[config.mk]
export PLATFORM = sky130hd
export DESIGN_NAME = lpc_frame_sequencer_flat
export DESIGN_NICKNAME = d
export VERILOG_FILES = /design/src/rtl/lpc_frame_sequencer_if.sv /design/src/rtl/lpc_frame_sequencer.sv /design/src/flat_wrapper.sv
export SDC_FILE = /design/constraint.sdc
export NUM_CORES = 1
export LEC_CHECK = 0
export ABC_AREA = 1
export CAP_MARGIN = 15
export CORE_UTILIZATION = 57
export DETAILED_ROUTE_END_ITERATION = 7
export GPL_TIMING_DRIVEN = 0
export PLACE_DENSITY = 0.83
export SKIP_CTS_REPAIR_TIMING = 1
export SYNTH_ARGS = -nofsm -noshare
export SYNTH_HDL_FRONTEND = slang
export SYNTH_SLANG_ARGS = --single-unit
[constraint.sdc]
create_clock -name i_clk -period 4.4 [get_ports i_clk]
set_clock_uncertainty 0.1 [all_clocks]
set_input_delay 0.88 -clock i_clk [delete_from_list [all_inputs] [get_ports i_clk]]
set_output_delay 0.88 -clock i_clk [all_outputs]
set_load 0.02 [all_outputs]
[src/rtl/lpc_frame_sequencer_if.sv]
// Sample-path, engine handshake and register-port signals of the LPC frame sequencer.
// The irq member exists only when LPC_SEQ_IRQ_EN is defined.
interface lpc_frame_sequencer_if #(
  parameter int AW = 9
);
  logic          d_clk;
  logic          v;
  logic [15:0]   x;
  logic          buf_we;
  logic [AW-1:0] buf_addr;
  logic [15:0]   buf_wdata;
  logic          eng_start;
  logic          eng_bank;
  logic [15:0]   eng_len;
  logic          eng_done;
  logic [15:0]   address;
  logic          write;
  logic [15:0]   writedata;
  logic          read;
  logic [15:0]   readdata;
`ifdef LPC_SEQ_IRQ_EN
  logic          irq;
`endif

  modport master (
    input  d_clk, v, x, eng_done, address, write, writedata, read,
`ifdef LPC_SEQ_IRQ_EN
    output irq,
`endif
    output buf_we, buf_addr, buf_wdata, eng_start, eng_bank, eng_len, readdata
  );

  modport slave (
    output d_clk, v, x, eng_done, address, write, writedata, read,
`ifdef LPC_SEQ_IRQ_EN
    input  irq,
`endif
    input  buf_we, buf_addr, buf_wdata, eng_start, eng_bank, eng_len, readdata
  );
endinterface

[src/rtl/lpc_frame_sequencer.sv]
// Ping-pong sample capture and analysis-engine sequencing for the LPC encoder.
// Optional interrupt logic (irq output, register 4) is built when LPC_SEQ_IRQ_EN is defined.
module lpc_frame_sequencer #(
  parameter int MAX_FRAME = 256,
  parameter int DEF_FRAME = 240,
  parameter int MIN_FRAME = 16
) (
  input  logic                  i_clk,
  input  logic                  i_rst_n,
  lpc_frame_sequencer_if.master bus
);
  localparam int AW = $clog2(MAX_FRAME) + 1;
  localparam int IW = AW - 1;
  localparam logic [15:0] C_MAX = 16'(MAX_FRAME);
  localparam logic [15:0] C_MIN = 16'(MIN_FRAME);
  localparam logic [15:0] C_DEF = 16'(DEF_FRAME);

  typedef enum logic [1:0] {E_IDLE, E_START, E_BUSY} eng_state_t;

  eng_state_t    r_state, w_state_next;
  logic [2:0]    r_dclk_sync;
  logic [IW-1:0] r_idx;
  logic          r_cap_bank;
  logic [15:0]   r_len_active;
  logic [15:0]   r_frame_len;
  logic          r_enable;
  logic          r_overrun;
  logic [15:0]   r_frame_cnt;
  logic          r_buf_we;
  logic [AW-1:0] r_buf_addr;
  logic [15:0]   r_buf_wdata;
  logic          r_eng_bank;
  logic [15:0]   r_eng_len;
  logic [15:0]   r_readdata;
  logic [15:0]   w_rdata;
  logic [15:0]   w_irq_rdata;
  logic [15:0]   w_len_clamped;
  logic [7:0]    w_idx8;
  logic          w_strobe, w_wr_len, w_wr_ctrl, w_clear;
  logic          w_capture, w_last, w_handoff;
  logic          w_load_eng, w_overrun_set, w_frame_done, w_busy;

  // d_clk is asynchronous: two flops to settle it, the third detects the rising edge
  always_ff @(posedge i_clk or negedge i_rst_n) begin
    if (!i_rst_n) r_dclk_sync <= '0;
    else          r_dclk_sync <= {r_dclk_sync[1:0], bus.d_clk};
  end

  assign w_strobe      = r_dclk_sync[1] & ~r_dclk_sync[2];
  assign w_wr_len      = bus.write && (bus.address == 16'd0);
  assign w_wr_ctrl     = bus.write && (bus.address == 16'd1);
  assign w_clear       = w_wr_ctrl & bus.writedata[1];
  assign w_capture     = w_strobe & r_enable & bus.v & ~w_clear;
  assign w_last        = ({{(16-IW){1'b0}}, r_idx} == (r_len_active - 16'd1));
  assign w_handoff     = w_capture & w_last;
  assign w_busy        = (r_state != E_IDLE);
  assign w_idx8        = 8'(r_idx);
  assign w_len_clamped = (bus.writedata < C_MIN) ? C_MIN :
                         (bus.writedata > C_MAX) ? C_MAX : bus.writedata;

  always_ff @(posedge i_clk or negedge i_rst_n) begin
    if (!i_rst_n) begin
      r_buf_we     <= 1'b0;
      r_buf_addr   <= '0;
      r_buf_wdata  <= '0;
      r_idx        <= '0;
      r_cap_bank   <= 1'b0;
      r_len_active <= C_DEF;
    end else begin
      r_buf_we <= w_capture;
      if (w_capture) begin
        r_buf_addr  <= {r_cap_bank, r_idx};
        r_buf_wdata <= bus.x;
      end
      if (w_clear) begin
        r_idx      <= '0;
        r_cap_bank <= 1'b0;
      end else if (w_capture) begin
        if (w_last) begin
          r_idx        <= '0;
          r_cap_bank   <= ~r_cap_bank;
          r_len_active <= r_frame_len;
        end else begin
          r_idx <= r_idx + 1'b1;
        end
      end
    end
  end

  always_ff @(posedge i_clk or negedge i_rst_n) begin
    if (!i_rst_n) r_state <= E_IDLE;
    else          r_state <= w_state_next;
  end

  // A done coinciding with a handoff retires the old run first, so the new frame starts without overrun
  always_comb begin
    w_state_next  = r_state;
    w_load_eng    = 1'b0;
    w_overrun_set = 1'b0;
    w_frame_done  = 1'b0;
    if (w_clear) begin
      w_state_next = E_IDLE;
    end else begin
      case (r_state)
        E_IDLE: begin
          if (w_handoff) begin
            w_state_next = E_START;
            w_load_eng   = 1'b1;
          end
        end
        E_START: begin
          w_state_next  = E_BUSY;
          w_overrun_set = w_handoff;
        end
        E_BUSY: begin
          if (bus.eng_done) begin
            w_frame_done = 1'b1;
            if (w_handoff) begin
              w_state_next = E_START;
              w_load_eng   = 1'b1;
            end else begin
              w_state_next = E_IDLE;
            end
          end else begin
            w_overrun_set = w_handoff;
          end
        end
        default: w_state_next = E_IDLE;
      endcase
    end
  end

  always_ff @(posedge i_clk or negedge i_rst_n) begin
    if (!i_rst_n) begin
      r_eng_bank  <= 1'b0;
      r_eng_len   <= C_DEF;
      r_overrun   <= 1'b0;
      r_frame_cnt <= '0;
    end else begin
      if (w_load_eng) begin
        r_eng_bank <= r_cap_bank;
        r_eng_len  <= r_len_active;
      end
      if (w_clear) begin
        r_overrun   <= 1'b0;
        r_frame_cnt <= '0;
      end else begin
        if (w_overrun_set) r_overrun <= 1'b1;
        if (w_frame_done)  r_frame_cnt <= r_frame_cnt + 16'd1;
      end
    end
  end

`ifdef LPC_SEQ_IRQ_EN
  logic [1:0] r_irq_pend, r_irq_mask, w_irq_pend_next, w_irq_mask_next;
  logic       r_irq;
  logic       w_wr_irq;

  assign w_wr_irq = bus.write && (bus.address == 16'd4);

  // New events are OR-ed in after the write-1-to-clear so a simultaneous set survives
  always_comb begin
    w_irq_mask_next = r_irq_mask;
    w_irq_pend_next = r_irq_pend;
    if (w_wr_irq) begin
      w_irq_mask_next = bus.writedata[9:8];
      w_irq_pend_next = r_irq_pend & ~bus.writedata[1:0];
    end
    w_irq_pend_next = w_irq_pend_next | {w_overrun_set, w_frame_done};
  end

  always_ff @(posedge i_clk or negedge i_rst_n) begin
    if (!i_rst_n) begin
      r_irq_pend <= '0;
      r_irq_mask <= '0;
      r_irq      <= 1'b0;
    end else begin
      r_irq_pend <= w_irq_pend_next;
      r_irq_mask <= w_irq_mask_next;
      r_irq      <= |(w_irq_pend_next & w_irq_mask_next);
    end
  end

  assign w_irq_rdata = {6'b0, r_irq_mask, 6'b0, r_irq_pend};
  assign bus.irq     = r_irq;
`else
  assign w_irq_rdata = 16'h0000;
`endif

  always_comb begin
    w_rdata = 16'h0000;
    case (bus.address)
      16'd0:   w_rdata = r_frame_len;
      16'd1:   w_rdata = {15'b0, r_enable};
      16'd2:   w_rdata = {w_idx8, 5'b0, r_cap_bank, r_overrun, w_busy};
      16'd3:   w_rdata = r_frame_cnt;
      16'd4:   w_rdata = w_irq_rdata;
      default: w_rdata = 16'h0000;
    endcase
  end

  always_ff @(posedge i_clk or negedge i_rst_n) begin
    if (!i_rst_n) begin
      r_frame_len <= C_DEF;
      r_enable    <= 1'b0;
      r_readdata  <= '0;
    end else begin
      if (w_wr_len)  r_frame_len <= w_len_clamped;
      if (w_wr_ctrl) r_enable    <= bus.writedata[0];
      if (bus.read)  r_readdata  <= w_rdata;
    end
  end

  assign bus.buf_we    = r_buf_we;
  assign bus.buf_addr  = r_buf_addr;
  assign bus.buf_wdata = r_buf_wdata;
  assign bus.eng_start = (r_state == E_START);
  assign bus.eng_bank  = r_eng_bank;
  assign bus.eng_len   = r_eng_len;
  assign bus.readdata  = r_readdata;
endmodule

[src/flat_wrapper.sv]
// flat-port wrapper written by rule: the top's interface ports become plain ports
module lpc_frame_sequencer_flat 
#(
  parameter int MAX_FRAME = 256,
  parameter int DEF_FRAME = 240,
  parameter int MIN_FRAME = 16
)
  (i_clk, i_rst_n, bus_d_clk, bus_v, bus_x, bus_eng_done, bus_address, bus_write, bus_writedata, bus_read, bus_buf_we, bus_buf_addr, bus_buf_wdata, bus_eng_start, bus_eng_bank, bus_eng_len, bus_readdata);
  lpc_frame_sequencer_if bus_i ();
  input  logic i_clk;
  input  logic i_rst_n;
  input wire logic [$bits(bus_i.d_clk)-1:0] bus_d_clk;
  input wire logic [$bits(bus_i.v)-1:0] bus_v;
  input wire logic [$bits(bus_i.x)-1:0] bus_x;
  input wire logic [$bits(bus_i.eng_done)-1:0] bus_eng_done;
  input wire logic [$bits(bus_i.address)-1:0] bus_address;
  input wire logic [$bits(bus_i.write)-1:0] bus_write;
  input wire logic [$bits(bus_i.writedata)-1:0] bus_writedata;
  input wire logic [$bits(bus_i.read)-1:0] bus_read;
  output wire logic [$bits(bus_i.buf_we)-1:0] bus_buf_we;
  output wire logic [$bits(bus_i.buf_addr)-1:0] bus_buf_addr;
  output wire logic [$bits(bus_i.buf_wdata)-1:0] bus_buf_wdata;
  output wire logic [$bits(bus_i.eng_start)-1:0] bus_eng_start;
  output wire logic [$bits(bus_i.eng_bank)-1:0] bus_eng_bank;
  output wire logic [$bits(bus_i.eng_len)-1:0] bus_eng_len;
  output wire logic [$bits(bus_i.readdata)-1:0] bus_readdata;
  assign bus_i.d_clk = bus_d_clk;
  assign bus_i.v = bus_v;
  assign bus_i.x = bus_x;
  assign bus_i.eng_done = bus_eng_done;
  assign bus_i.address = bus_address;
  assign bus_i.write = bus_write;
  assign bus_i.writedata = bus_writedata;
  assign bus_i.read = bus_read;
  assign bus_buf_we = bus_i.buf_we;
  assign bus_buf_addr = bus_i.buf_addr;
  assign bus_buf_wdata = bus_i.buf_wdata;
  assign bus_eng_start = bus_i.eng_start;
  assign bus_eng_bank = bus_i.eng_bank;
  assign bus_eng_len = bus_i.eng_len;
  assign bus_readdata = bus_i.readdata;
  lpc_frame_sequencer #(.MAX_FRAME(MAX_FRAME), .DEF_FRAME(DEF_FRAME), .MIN_FRAME(MIN_FRAME)) u_core (.i_clk(i_clk), .i_rst_n(i_rst_n), .bus(bus_i));
endmodule
==> impl_metrics.py, run 1 <==
metrics = {
    "floorplanning": {
        "die_h_um": 106,
        "start_util_pct": 59.6,
        "fp.dieArea_sq_um": 11300,
        "std_cell_rows": 37,
        "ios": 115,
        "coreArea_sq_um": 10400,
        "die_w_um": 106,
    },
    "yosys": {
        "synthCells": 780,
        "ys_warn_count": 0,
        "synth_area_sq_um": 6200,
        "ys_seq_area_share_pct": 49.8,
        "synth_flop_cell": "dfrtp_1",
        "ys_async_sr_fraction_pct": 100,
        "synth_top_area_share_pct": 44.8,
        "synth_edf_count": 0,
        "synthTopCellsByArea": "dfrtp_1, nand2_1, inv_1, dfstp_2, o21ai_0",
        "synthesis.nets": 843,
        "syn_avg_cell_area_sq_um": 7.95,
        "synth_area_leader_cell": "dfrtp_1",
        "ys_ff_latch": 123,
        "ys_types": 43,
    },
    "drt": {
        "post_drt_wl_per_cell_um": 16.0,
        "drc": 0,
        "drt_pass1_iterations": 6,
        "num_vias": 5846,
        "drt-total-wl_um": 17000,
        "vias_per_cell": 5.50,
        "drt_iter0_markers": 488,
        "drt.antenna.violating_nets": 0,
    },
    "grt": {
        "grt.overflow.total": 0,
        "grt_pass1_wl_um": 27900,
        "grt_max_degree": 92,
        "track_usage_pct": 32.0,
        "antenna_found_initial": 0,
        "grt_pass1_vias": 5874,
    },
    "clock_network": {
        "cts_root_buf": "clkbuf_8",
        "numCtsBuffers": 17,
        "clock_path_buffers": 2,
        "clock-sinks": 123,
        "clk_pin_slew_ns": 0.06,
        "h-tree-depth": 4,
        "cts_tree": "done",
        "clock_latency_ns": 0.53,
    },
    "timing": {
        "fmax_ghz": 0.350,
        "finalHoldViolCount": 0,
        "min_period_over_period_pct": 64.9,
        "rsz0062_at_grt": "false",
        "fin_crit_ns": 2.86,
        "setup-violations-final": 0,
        "worst_slew_pin_slew_ns": 0.862,
        "maxSlewHeadroom_pct": 42.0,
        "drv_slew": 0,
    },
    "final_layout": {
        "area_growth_pct": 30.8,
        "layout_common_cells": "nand2_1, clkdlybuf4s50_1, dfrtp_1",
        "fin_cells": 1063,
        "layout_commonest_cell": "nand2_1",
        "n_antenna_cell": 0,
        "drive_above_1_share_pct": 10.7,
        "nets": 977,
        "final_util_pct": 77.9,
        "nFillCells": 727,
    },
    "run_status": {
        "status": "complete, no violations",
    },
    "min_path": {
        "hp-class": "in2async",
    },
    "worst_setup_path": {
        "worstPathRequired_ns": 3.42,
        "path_class": "reg2out",
        "crit_arrival_ns": 1.88,
        "cp_max_fo": 4,
        "cp-end-kind": "output port",
        "critPathLaunchType": "flip-flop",
    },
    "power_and_ir_drop": {
        "peakVddDrop_v": 0.000273,
        "powerDensity_nw_per_um2": 349,
        "leakage_nw": 4.04,
        "finalPower_mw": 2.83,
    },
    "placed_design": {
        "dp_hpwl_um": 12100,
        "numPortBuffers": 114,
        "dp_cells": 1031,
        "place.gp.congestion": 0.956,
    },
    "run": {
        "drv_cap": 0,
    },
}
==> synth_stat cells (10+ instances only) <==
master / n
a21oi_2: 11
a21oi_1: 21
nand3_1: 41
dfrtp_1: 111
dfstp_2: 12
nor2_2: 10
nor2_1: 71
o22ai_1: 15
o21ai_0: 55
nand2_1: 234
nor3_1: 11
inv_1: 100
==> sequential cells by signal (all words and copies together), names as in the netlist, 2 cells and up <==
| register | cells |
|---|---|
| u_core.bus.buf_wdata | 16 |
| u_core.bus.buf_addr | 9 |
| u_core.bus.eng_len | 16 |
| u_core.r_frame_len | 16 |
| u_core.r_frame_cnt | 16 |
| u_core.r_len_active | 16 |
| u_core.r_idx | 8 |
| u_core.bus.readdata | 16 |
| u_core.r_dclk_sync | 3 |
| u_core.r_state | 2 |
==> metal layers <==
layer  share of wire (%)  global-route usage, %  routed length [um]  up-vias
li1                    -                      -                   -     2756
met1                  41                   40.1                6910     2754
met2                  50                   53.8                8410      287
met3                 6.7                   6.81                1140       49
met4                 3.0                   12.9                 512        0
met5                   0                      0                   0        -
==> where the power goes <==
group          leakage, nW  total, mW  switching [mW]  internal, mW
sequential            1.51       1.20          0.0342          1.17
combinational         2.25      0.291           0.173         0.118
clock                0.280       1.34           0.507         0.830
==> critical path, stage by stage, from the launching register on <==
cell             delay (ns)
dfrtp_1                0.41
inv_1                  0.11
ha_1                   0.20
clkdlybuf4s50_1        0.63
==> layout make-up <==
| class | instances | area [sq um] | area share, % |
|---|---|---|---|
| Sequential cell | 123 | 3090 | 38.1 |
| Multi-Input combinational cell | 534 | 2630 | 32.4 |
| Timing Repair Buffer | 115 | 1170 | 14.4 |
| Clock buffer | 20 | 445 | 5.49 |
| Inverter | 108 | 410 | 5.06 |
| Tap cell | 136 | 170 | 2.10 |
| Clock inverter | 12 | 123 | 1.51 |
| Buffer | 15 | 76.3 | 0.941 |
==> final timing paths <==
kind / from / to / slack [ns] / cells past startpoint
setup / recovery: u_core.r_state[1]$_DFFE_PN0P_ / bus_eng_start / 1.54 / 3
hold / removal: i_rst_n / u_core.bus.eng_len[15]$_DFFE_PN0P_ / 0.13 / 1
setup reg to reg: u_core.r_state[0]$_DFFE_PN0P_ / u_core.r_frame_cnt[13]$_DFFE_PN0P_ / 1.59 / 13
hold reg to reg: u_core.r_dclk_sync[0]$_DFF_PN0_ / u_core.r_dclk_sync[1]$_DFF_PN0_ / 0.25 / 0
max in group asynchronous: i_rst_n / u_core.r_len_active[5]$_DFFE_PN1P_ / 3.32 / 2
min in group i_clk: u_core.r_dclk_sync[0]$_DFF_PN0_ / u_core.r_dclk_sync[1]$_DFF_PN0_ / 0.25 / 0
==> through the flow <==
step | instance area, sq um | setup WS (ns) | hold slack [ns] | TNS (ns)
after floorplan | 6200 | 1.96 | 0.231 | 0
after global placement | 7520 | -2.24 | 0.235 | -256.61
after detailed placement | 7540 | 1.05 | 0.241 | 0
after CTS | 8110 | 1.56 | 0.146 | 0
after global routing | 8110 | 1.23 | 0.141 | 0
final | 8110 | 1.54 | 0.130 | 0
==> cell families (layout without fill, tap and decap cells) <==
family | after synthesis | count (layout) | share of synthesized area, %
AND/OR/NAND/NOR | 403 | 403 | 28.7
XOR/XNOR | 8 | 8 | 1.13
buffers and inverters | 123 | 270 | 7.84
flip-flops | 123 | 123 | 49.8
adder cells (fa/ha/maj) | 8 | 8 | 1.61
AO/OA/AOI/OAI | 115 | 115 | 10.8
Power figures use the tool's default switching activity.
==> run 2, diff against run 1 <==
Settings changed: CORE_UTILIZATION 57 to 48, PLACE_DENSITY 0.83 to 0.74.
Clock period 4.4 ns to 2.4 ns, I/O delays scaled along.
==> run 2 against run 1 <==
Compared with the run above:
- the run now ends with setup timing left
- critical path depth increased by 10
- setup slack worse by 1.6 ns
- first-iteration DRC count is 22% lower
- worst hold slack gained 0.12 ns
- wire length decreased by 1.4%
- non-clock buffer count increased by 19
- design area grew 6.4%
- via count decreased by 0.43%
- critical path type is now reg2reg
- power increased by 95%
- sequential share of layout area fell by 2.2 points
- core utilization decreased by 9.5 points
- clock power up 100%
==> impl_metrics.py, run 2 (same netlist as run 1, synthesis figures left out) <==
metrics = {
    "floorplanning": {
        "die_w_um": 116,
        "die_h_um": 116,
        "std_cell_rows": 41,
        "ios": 115,
        "coreArea_sq_um": 12600,
        "fp.dieArea_sq_um": 13400,
        "start_util_pct": 49.2,
    },
    "final_layout": {
        "n_antenna_cell": 0,
        "drive_above_1_share_pct": 17.1,
        "layout_common_cells": "nand2_1, clkdlybuf4s50_1, dfrtp_1",
        "nets": 997,
        "layout_commonest_cell": "nand2_1",
        "area_growth_pct": 39.1,
        "fin_cells": 1119,
    },
    "clock_network": {
        "clock-sinks": 123,
        "cts_root_buf": "clkbuf_16",
        "cts_tree": "done",
        "clock_latency_ns": 0.42,
        "clock_path_buffers": 2,
        "clk_pin_slew_ns": 0.06,
        "h-tree-depth": 4,
        "numCtsBuffers": 17,
    },
    "worst_setup_path": {
        "path_buf_inv": 3,
        "cp_top_family": "simple AND/OR/NAND/NOR gates",
        "path_common_cell": "nand2_1",
        "path_class": "reg2reg",
        "critPathSlowestCell": "dfrtp_2",
        "crit_arrival_ns": 2.70,
        "crit_path_cell_trace": "inv_2, ha_4, nand2_4, nor2_4, nand2_1, nand2_1, nand3_2, nor3_4, nand3_4, inv_8, nand2_8, clkbuf_16, a21oi_2",
        "cp-end-kind": "flip-flop",
        "cpPeakStageDelay_ns": 0.46,
        "critPathLaunchType": "flip-flop",
        "cp_max_fo": 6,
        "worstPathRequired_ns": 2.65,
    },
    "drt": {
        "num_vias": 5821,
        "drt_pass1_iterations": 7,
        "post_drt_wl_per_cell_um": 14.9,
        "drt-total-wl_um": 16700,
        "drt.antenna.violating_nets": 0,
        "drc": 0,
        "vias_per_cell": 5.20,
        "drt_iter0_markers": 382,
    },
    "run_status": {
        "violations": "setup timing",
        "status": "complete, but fails checks",
    },
    "grt": {
        "grt_pass1_wl_um": 26100,
        "use_met3_pct": 6.12,
        "gr-usage-met2_pct": 43.2,
        "grt.overflow.total": 0,
        "top_usage_layer": "met2",
        "grt_pass1_vias": 5299,
        "use_met1_pct": 34.1,
        "track_usage_pct": 26.0,
        "antenna_found_initial": 0,
        "grt_max_degree": 85,
    },
    "timing": {
        "rsz0062_at_grt": "true",
        "maxSlewHeadroom_pct": 61.8,
        "worst_slew_pin_slew_ns": 0.570,
        "fin_crit_ns": 2.45,
        "setup-violations-final": 18,
        "drv_slew": 0,
        "setup_ws_ns": -0.0496,
        "min_period_over_period_pct": 102,
        "finalHoldViolCount": 0,
        "fmax_ghz": 0.408,
    },
    "min_path": {
        "hp-class": "reg2reg",
    },
    "power_and_ir_drop": {
        "finalPower_mw": 5.53,
        "powerDensity_nw_per_um2": 641,
        "leakage_nw": 4.22,
        "peakVddDrop_v": 0.000612,
    },
    "placed_design": {
        "place.gp.congestion": 0.924,
        "dp_hpwl_um": 11700,
        "numPortBuffers": 114,
        "dp_cells": 1067,
    },
    "run": {
        "drv_cap": 0,
    },
}
-- run 2: path summary, 6_finish.rpt --
| kind | from | to | slack [ns] | cells past startpoint |
|---|---|---|---|---|
| worst max-delay path | u_core.r_len_active[1]$_DFFE_PN0P_ | u_core.bus.eng_len[4]$_DFFE_PN1P_ | -0.05 | 13 |
| worst min-delay path | u_core.r_dclk_sync[0]$_DFF_PN0_ | u_core.r_dclk_sync[1]$_DFF_PN0_ | 0.25 | 0 |
| worst max register to register | u_core.r_len_active[1]$_DFFE_PN0P_ | u_core.bus.eng_len[4]$_DFFE_PN1P_ | -0.05 | 13 |
| worst min register to register | u_core.r_dclk_sync[0]$_DFF_PN0_ | u_core.r_dclk_sync[1]$_DFF_PN0_ | 0.25 | 0 |
| max in group asynchronous | i_rst_n | u_core.r_frame_len[4]$_DFFE_PN1P_ | 1.00 | 3 |
| min in group asynchronous | i_rst_n | u_core.bus.buf_wdata[9]$_DFFE_PN0P_ | 0.43 | 2 |
-- run 2: area by class of cell --
| class | count | area, sq um |
|---|---|---|
| buffer | 13 | 97.6 |
| clock buffer | 17 | 425 |
| clock inverter | 15 | 198 |
| fill | 1011 | 3990 |
| inverter | 108 | 415 |
| multi-input combinational | 535 | 2830 |
| sequential | 123 | 3100 |
| tap | 172 | 215 |
| timing repair buffer | 136 | 1350 |
-- run 2: report_power, final --
group	internal, mW	switching (mW)	total, mW	leakage, nW
Combinational	0.250	0.363	0.613	2.42
Clock	1.74	0.971	2.71	0.299
Sequential	2.14	0.0691	2.21	1.49
-- run 2: routing by layer --
metal	vias to the layer above	wire [um]
met5	-	0
met4	0	301
met3	22	974
met2	201	8400
met1	2780	7040
li1	2818	-
-- run 2: metrics by stage --
| step | hold slack (ns) | TNS [ns] | cell area (sq um) | utilization [%] | setup WS (ns) |
|---|---|---|---|---|---|
| 2_1_floorplan | 0.0844 | 0 | 6200 | - | 0.195 |
| 3_3_place_gp | 0.237 | -512.42 | 7560 | 59.9 | -4.10 |
| 3_5_place_dp | 0.241 | -32.80 | 7590 | 60.1 | -0.483 |
| 4_1_cts | -0.133 | -6.23 | 8210 | 65.1 | -0.227 |
| 5_1_grt | 0.256 | -4.15 | 8630 | 68.4 | -0.174 |
| 6_report | 0.249 | -0.488 | 8630 | 68.4 | -0.0496 |
==> run 3, diff against run 2 <==
Settings changed: CTS_BUF_LIST set to sky130_fd_sc_hd__clkbuf_16.
==> results of run 3 <==
No change in the layout: final DEF, timing and power equal those of run 2.
